### src/rtl/udp_tx_pkg.sv
// Shared types and defaults for the UDP transmit packetiser.
package udp_tx_pkg;

  localparam int unsigned LEN_W             = 16;
  localparam int unsigned DEF_PAYLOAD_LEN   = 32;
  localparam int unsigned DEF_FLUSH_TIMEOUT = 1024;
  localparam int unsigned DEF_GAP_CYCLES    = 12;

  typedef enum logic [1:0] {
    ST_IDLE = 2'd0,
    ST_REQ  = 2'd1,
    ST_XFER = 2'd2,
    ST_GAP  = 2'd3
  } tx_state_e;

endpackage

### src/rtl/udp_tx_pkt_ctrl.sv
// Packetiser between the UDP transmit byte FIFO and the UDP/IP transmit engine.
// Mirrors FIFO occupancy, requests fixed-length packets (full or stale partial),
// drains them on demand and holds an inter-packet gap.
module udp_tx_pkt_ctrl
  import udp_tx_pkg::*;
#(
  parameter int unsigned ADDR_WIDTH    = 7,
  parameter int unsigned PAYLOAD_LEN   = DEF_PAYLOAD_LEN,
  parameter int unsigned FLUSH_TIMEOUT = DEF_FLUSH_TIMEOUT,
  parameter int unsigned GAP_CYCLES    = DEF_GAP_CYCLES
) (
  input  logic        clk,
  input  logic        rst,
  input  logic        fifo_wr_en,
  output logic        fifo_rd_en,
  input  logic [7:0]  fifo_rd_data,
  input  logic        fifo_empty,
  output logic        udp_tx_req,
  input  logic        udp_tx_ack,
  output logic [15:0] udp_tx_len,
  input  logic        udp_data_req,
  output logic [7:0]  udp_tx_data,
  output logic        udp_tx_valid,
  output logic        pkt_done,
  output logic        underrun_err
);

  localparam int unsigned OCC_W = ADDR_WIDTH + 1;
  localparam int unsigned TMR_W = $clog2(FLUSH_TIMEOUT + 1);
  localparam int unsigned GAP_W = $clog2(GAP_CYCLES + 1);

  localparam logic [OCC_W-1:0] OCC_MAX = OCC_W'(1 << ADDR_WIDTH);
  localparam logic [OCC_W-1:0] PAY_LEN = OCC_W'(PAYLOAD_LEN);
  localparam logic [TMR_W-1:0] TMR_MAX = TMR_W'(FLUSH_TIMEOUT);
  localparam logic [GAP_W-1:0] GAP_MAX = GAP_W'(GAP_CYCLES);

  tx_state_e        state_q, state_d;
  logic [OCC_W-1:0] occ_q, occ_d;
  logic [OCC_W-1:0] occ_min;
  logic [TMR_W-1:0] tmr_q, tmr_d;
  logic [GAP_W-1:0] gap_q, gap_d;
  logic [LEN_W-1:0] len_q, len_d;
  logic [OCC_W-1:0] rem_q, rem_d;
  logic             req_q, req_d;
  logic             valid_q;
  logic             done_q, done_d;
  logic             err_q, err_d;
  logic             rd_c;

  assign occ_min = (occ_q < PAY_LEN) ? occ_q : PAY_LEN;

  // Occupancy mirror: +1 per write, -1 per own read, never past full.
  always_comb begin
    occ_d = occ_q;
    if (fifo_wr_en && !rd_c && (occ_q != OCC_MAX)) begin
      occ_d = occ_q + OCC_W'(1);
    end else if (!fifo_wr_en && rd_c) begin
      occ_d = occ_q - OCC_W'(1);
    end
  end

  // Packet FSM: next state, flush timer, gap counter, read enable and flags.
  always_comb begin
    state_d = state_q;
    tmr_d   = '0;
    gap_d   = gap_q;
    len_d   = len_q;
    rem_d   = rem_q;
    req_d   = req_q;
    done_d  = 1'b0;
    err_d   = err_q;
    rd_c    = 1'b0;
    case (state_q)
      ST_IDLE: begin
        req_d = 1'b0;
        gap_d = '0;
        if ((occ_q != '0) && !fifo_wr_en) begin
          tmr_d = (tmr_q == TMR_MAX) ? tmr_q : tmr_q + TMR_W'(1);
        end
        if ((occ_q >= PAY_LEN) || ((occ_q != '0) && (tmr_q >= TMR_MAX))) begin
          state_d = ST_REQ;
          req_d   = 1'b1;
          tmr_d   = '0;
          len_d   = LEN_W'(occ_min);
          rem_d   = occ_min;
        end
      end
      ST_REQ: begin
        if (udp_tx_ack) begin
          req_d   = 1'b0;
          state_d = ST_XFER;
        end
      end
      ST_XFER: begin
        if (udp_data_req && (rem_q != '0)) begin
          if (fifo_empty) begin
            err_d = 1'b1;
          end else begin
            rd_c  = 1'b1;
            rem_d = rem_q - OCC_W'(1);
            if (rem_q == OCC_W'(1)) begin
              done_d  = 1'b1;
              state_d = ST_GAP;
              gap_d   = '0;
            end
          end
        end
      end
      ST_GAP: begin
        // The pkt_done cycle is the first GAP cycle, so GAP_CYCLES more follow it.
        if (gap_q >= GAP_MAX) begin
          state_d = ST_IDLE;
          gap_d   = '0;
        end else begin
          gap_d = gap_q + GAP_W'(1);
        end
      end
      default: begin
        state_d = ST_IDLE;
        req_d   = 1'b0;
      end
    endcase
  end

  // State and datapath registers.
  always_ff @(posedge clk or posedge rst) begin
    if (rst) begin
      state_q <= ST_IDLE;
      occ_q   <= '0;
      tmr_q   <= '0;
      gap_q   <= '0;
      len_q   <= '0;
      rem_q   <= '0;
      req_q   <= 1'b0;
      valid_q <= 1'b0;
      done_q  <= 1'b0;
      err_q   <= 1'b0;
    end else begin
      state_q <= state_d;
      occ_q   <= occ_d;
      tmr_q   <= tmr_d;
      gap_q   <= gap_d;
      len_q   <= len_d;
      rem_q   <= rem_d;
      req_q   <= req_d;
      valid_q <= rd_c;
      done_q  <= done_d;
      err_q   <= err_d;
    end
  end

  assign fifo_rd_en   = rd_c;
  assign udp_tx_req   = req_q;
  assign udp_tx_len   = len_q;
  assign udp_tx_valid = valid_q;
  // FIFO output is registered, so its data lines up with the delayed valid.
  assign udp_tx_data  = valid_q ? fifo_rd_data : 8'h00;
  assign pkt_done     = done_q;
  assign underrun_err = err_q;

endmodule
### config.mk
export PLATFORM = sky130hd
export DESIGN_NAME = udp_tx_pkt_ctrl
export DESIGN_NICKNAME = d
export VERILOG_FILES = /design/src/rtl/udp_tx_pkg.sv /design/src/rtl/udp_tx_pkt_ctrl.sv
export SDC_FILE = /design/constraint.sdc
export NUM_CORES = 1
export LEC_CHECK = 0
export ABC_AREA = 1
export ABC_CLOCK_PERIOD_IN_PS = 2600
export CAP_MARGIN = 0
export CORE_MARGIN = 2
export CORE_UTILIZATION = 35
export CTS_CLUSTER_SIZE = 16
export DETAILED_ROUTE_END_ITERATION = 10
export SYNTH_ARGS = -nofsm -noshare
export SYNTH_HDL_FRONTEND = slang
export SYNTH_SLANG_ARGS = --single-unit
### constraint.sdc
create_clock -name clk -period 2.6 [get_ports clk]
set_input_delay 0.52 -clock clk [delete_from_list [all_inputs] [get_ports clk]]
set_output_delay 0.52 -clock clk [all_outputs]
set_load 0.01 [all_outputs]
==> impl_summary.txt <==
----------------------------------------------------
[STA]
  Min setup slack post-route ... 0.251 ns
  Final worst path period share ... 0.904
  Max Clock Freq ... ~430 MHz
  Worst setup skew after layout ... 0.00423 ns
  Setup TNS ... 0 ns
  Setup violations, final ... 0
  Final critical-path required period ... about 2.3 ns
  Final Slew Violations ... 0
  Setup repair after global routing missed its margin ... yes
  Final number of hold-violating endpoints ... 0

[Synth]
  Post-synthesis share of cell area spent on full adders, half adders and majority gates ... 0.0812
  Sequential-to-total area share from yosys stat ... 0.393
  Total standard cell area after synthesis ... 2870 µm²
  Cells taking the most area after synthesis ... sky130_fd_sc_hd__dfrtp_1, sky130_fd_sc_hd__nand2_1, sky130_fd_sc_hd__ha_1, sky130_fd_sc_hd__inv_1, sky130_fd_sc_hd__nand3_1
  Simple-gate portion of the synthesized area ... 0.330
  Count of state elements after synthesis ... 45
  Combinational family with the most area after synthesis ... simple AND/OR/NAND/NOR gates
  Xor/xnor cell area share of the yosys netlist ... 0.0397
  Yosys warnings ... 0
  Compound-gate portion of the synthesized area ... 0.0580
  Synthesized netlist cell count ... roughly 370
  Netlist cell types ... 30
  Share of cell area taken by muxes after synthesis ... 0
  Synth top area share ... 0.393
  Post-Syn Area per Cell ... approximately 7.7 µm²
  Library cell with the largest summed area after synthesis ... sky130_fd_sc_hd__dfrtp_1

[Layout]
  Reg area ... between 1000 and 1500 µm²
  Combined area of the multi-input logic cells ... between 1500 and 2000 µm²
  Share of layout cells above drive strength 1 ... 0.113
  Ant diodes ... 0
  Utilization of the core after routing ... 0.430
  Synth-to-Final Area Change ... 21.3%
  Filler cell count ... 787
  Fin area ... 3480 µm²
  Net count reported at finish ... about 450

[Placed design]
  # port buffers ... 34
  Worst Setup Slack post-DPL ... -0.00653 ns
  Last weighted congestion value of the routability-driven placer ... 0.779
  Detailed-placement wirelength estimate ... around 4500 µm
  Placed Area ... approximately 3400 µm²

[Routing]
  Vias ... between 2k and 2.5k
  First-pass iteration count of the detailed router ... 5
  DRC violation count after routing ... 0
  Post-DR wirelength/cell ... around 11 µm
  Average vias per placed instance ... around 4.6
  Drt initial violations ... around 120
  Final routed wirelength across all metal layers ... 6000 µm
  Residual antenna-violating net count after detailed routing ... 0

[Clock network]
  Hold buffer count at cts ... 0
  Register clock-pin slew on the reported worst setup and hold paths ... 0.08 ns
  TritonCTS clock tree ... done
  Root Buffer ... sky130_fd_sc_hd__clkbuf_8
  Number of buffers added by the clock tree synthesis step ... 5
  Number of sinks handled by clock tree synthesis ... 45
  H-Tree Level Count ... 2
  Deepest clock path buffer count ... 2
  Skew-Pair Late Insertion Delay ... between 0.2 and 0.3 ns

[Setup path]
  Worst EP arrival ... 2.54 ns
  Largest driver fanout on the critical path ... 9
  Category of the most critical setup path ... flop to flop
  Sort of element at the end of the critical path ... flop
  Crit path launch type ... flop
  CP required ... 2.80 ns

[Floorplanning]
  Starting density of the core ... 0.354
  Number of primary I/O pins ... 43
  Placeable core area ... approximately 8100 µm²
  Die footprint ... 8930 µm²
  Rows ... 33
  Height of the die ... roughly 95 µm
  Die X ... roughly 95 µm

[Global route]
  Total GRT Usage ... 0.149
  Via count of the first global-routing pass ... between 2k and 2.5k
  Initial antenna violation count ... 0
  Wire length of the first global-routing pass ... ~11000 µm
  Largest net degree at the start of global routing ... 28
  Remaining global-route overflow ... 0

[Power]
  Max IR drop VDD ... approximately 0.35 mV
  Total leakage power ... around 1.7 nW
  Pwr/cell area ... approximately 1000 nW/µm²

[Status]
  Outcome ... complete, no violations

[Hold path]
  Worst Hold Class ... flop to flop

[Job]
  Max-cap violations ... 0

----------------------------------------------------
-- cell type report --
cell class | instances | area share
Timing Repair Buffer | 45 | 0.126
Multi-Input combinational cell | 272 | 0.433
Clock buffer | 8 | 0.0230
Tap cell | 105 | 0.0378
Inverter | 53 | 0.0572
Sequential cell | 45 | 0.324
-- synthesized netlist by cell type (all sizes together) --
cell type / n
nand3: 34
a211oi: 1
xnor2: 6
ha: 17
nor2: 43
fa: 1
xor2: 7
nand4: 6
dfrtp: 45
conb: 1
clkbuf: 1
a21oi: 11
nor3: 5
or2: 3
nor3b: 1
o21bai: 1
o21ai: 17
inv: 53
buf: 10
nand2: 111
-- stage by stage --
stage	instances	power, mW	hold WS, ns
after global routing	528	3.86	0.515
after detailed placement	518	3.05	0.459
after CTS	528	3.51	0.477
final	528	3.49	0.472
after global placement	518	3.02	0.459
after floorplan	381	2.50	0.454
-- cells in the final DEF (no fill, tap or decap) --
cell type | netlist | routed
sky130_fd_sc_hd__nand3_1 | 31 | 31
sky130_fd_sc_hd__nand2_1 | 102 | 101
sky130_fd_sc_hd__buf_4 | 10 | 10
sky130_fd_sc_hd__inv_1 | 47 | 46
sky130_fd_sc_hd__o21ai_1 | 2 | 2
sky130_fd_sc_hd__nor3b_2 | 1 | 1
sky130_fd_sc_hd__conb_1 | 1 | 8
sky130_fd_sc_hd__clkbuf_8 | 0 | 5
sky130_fd_sc_hd__xnor2_1 | 6 | 6
sky130_fd_sc_hd__nor3_4 | 1 | 1
sky130_fd_sc_hd__xor2_1 | 7 | 7
sky130_fd_sc_hd__nand3_2 | 3 | 3
sky130_fd_sc_hd__buf_12 | 0 | 1
sky130_fd_sc_hd__nand2_4 | 3 | 4
sky130_fd_sc_hd__a21oi_4 | 1 | 1
sky130_fd_sc_hd__clkdlybuf4s50_1 | 0 | 33
sky130_fd_sc_hd__nand4_1 | 6 | 6
sky130_fd_sc_hd__dfrtp_1 | 45 | 45
sky130_fd_sc_hd__nor2_2 | 2 | 2
sky130_fd_sc_hd__ha_1 | 17 | 17
sky130_fd_sc_hd__o21bai_1 | 1 | 1
sky130_fd_sc_hd__or2_2 | 3 | 3
sky130_fd_sc_hd__nand2_8 | 1 | 1
sky130_fd_sc_hd__dlymetal6s2s_1 | 0 | 1
sky130_fd_sc_hd__o21ai_0 | 15 | 15
sky130_fd_sc_hd__fa_1 | 1 | 1
sky130_fd_sc_hd__clkbuf_1 | 1 | 3
sky130_fd_sc_hd__nor2_4 | 3 | 4
sky130_fd_sc_hd__nor3_1 | 4 | 4
sky130_fd_sc_hd__nand2_2 | 5 | 5
sky130_fd_sc_hd__a211oi_1 | 1 | 1
sky130_fd_sc_hd__inv_2 | 6 | 7
sky130_fd_sc_hd__nor2_1 | 38 | 37
sky130_fd_sc_hd__a21oi_1 | 10 | 10
-- routing by layer --
layer	vias up	share of wire	GRT usage	wire, µm
met5	-	0	0	0
met4	0	0.020	0.0580	119
met3	9	0.049	0.0255	294
met2	51	0.46	0.258	2780
met1	1107	0.47	0.185	2810
li1	1252	-	-	-
-- logic make-up after synthesis --
group | Yosys count
other | 1
xor gates and xnor gates | 13
AOI/OAI and AO/OA | 30
and+or+nand+nor | 203
DFF | 45
buffers and inverters | 64
adders and majority gates | 18
-- final timing paths --
check / startpoint / end / slack [ns] / depth (start not counted)
worst max-delay path: rem_q[1] / occ_q[7] / 0.25 / 16
worst min-delay path: udp_tx_len[3] / udp_tx_len[3] / 0.47 / 2
worst max register to register: rem_q[1] / occ_q[7] / 0.25 / 16
worst min register to register: udp_tx_len[3] / udp_tx_len[3] / 0.47 / 2
max in group asynchronous: rst / occ_q[0] / 1.56 / 3
min in group asynchronous: rst / gap_q[3] / 0.55 / 2
-- power by group --
part	switching, mW	leakage (nW)	total, mW	internal, mW
Clock	0.229	0.0395	0.420	0.191
Combinational	1.17	1.10	1.96	0.798
Sequential	0.202	0.593	1.11	0.904
Total	1.60	1.73	3.49	1.89
-- state kept, by name (all words and copies together), names as in the netlist --
name,flops
state_q,2
pkt_done,1
udp_tx_len,8
gap_q,4
underrun_err,1
tmr_q,11
rem_q,8
occ_q,8
udp_tx_valid,1
udp_tx_req,1
-- timing repair --
item                                    4_1_cts  5_1_grt
setup buffers                                 2        0
endpoints found under the setup margin        1        5
cloned                                        0        0
pin swaps                                     0        0
resized for setup                             1        4
-- critical path, stage by stage, from the launching register on --
cell	delay, ns
sky130_fd_sc_hd__dfrtp_1	0.39
sky130_fd_sc_hd__inv_1	0.10
sky130_fd_sc_hd__ha_1	0.20
sky130_fd_sc_hd__nand2_2	0.09
sky130_fd_sc_hd__nor2_4	0.13
sky130_fd_sc_hd__nand2_2	0.09
sky130_fd_sc_hd__nand3_2	0.10
sky130_fd_sc_hd__nand2_4	0.11
sky130_fd_sc_hd__ha_1	0.33
sky130_fd_sc_hd__a21oi_1	0.15
sky130_fd_sc_hd__nand2_1	0.13
sky130_fd_sc_hd__a21oi_1	0.16
sky130_fd_sc_hd__nand2_1	0.09
sky130_fd_sc_hd__nand2_1	0.08
sky130_fd_sc_hd__nand2_1	0.04
sky130_fd_sc_hd__nand2_1	0.05
sky130_fd_sc_hd__inv_1	0.03
Note: power is estimated with default switching activity, not from simulation.
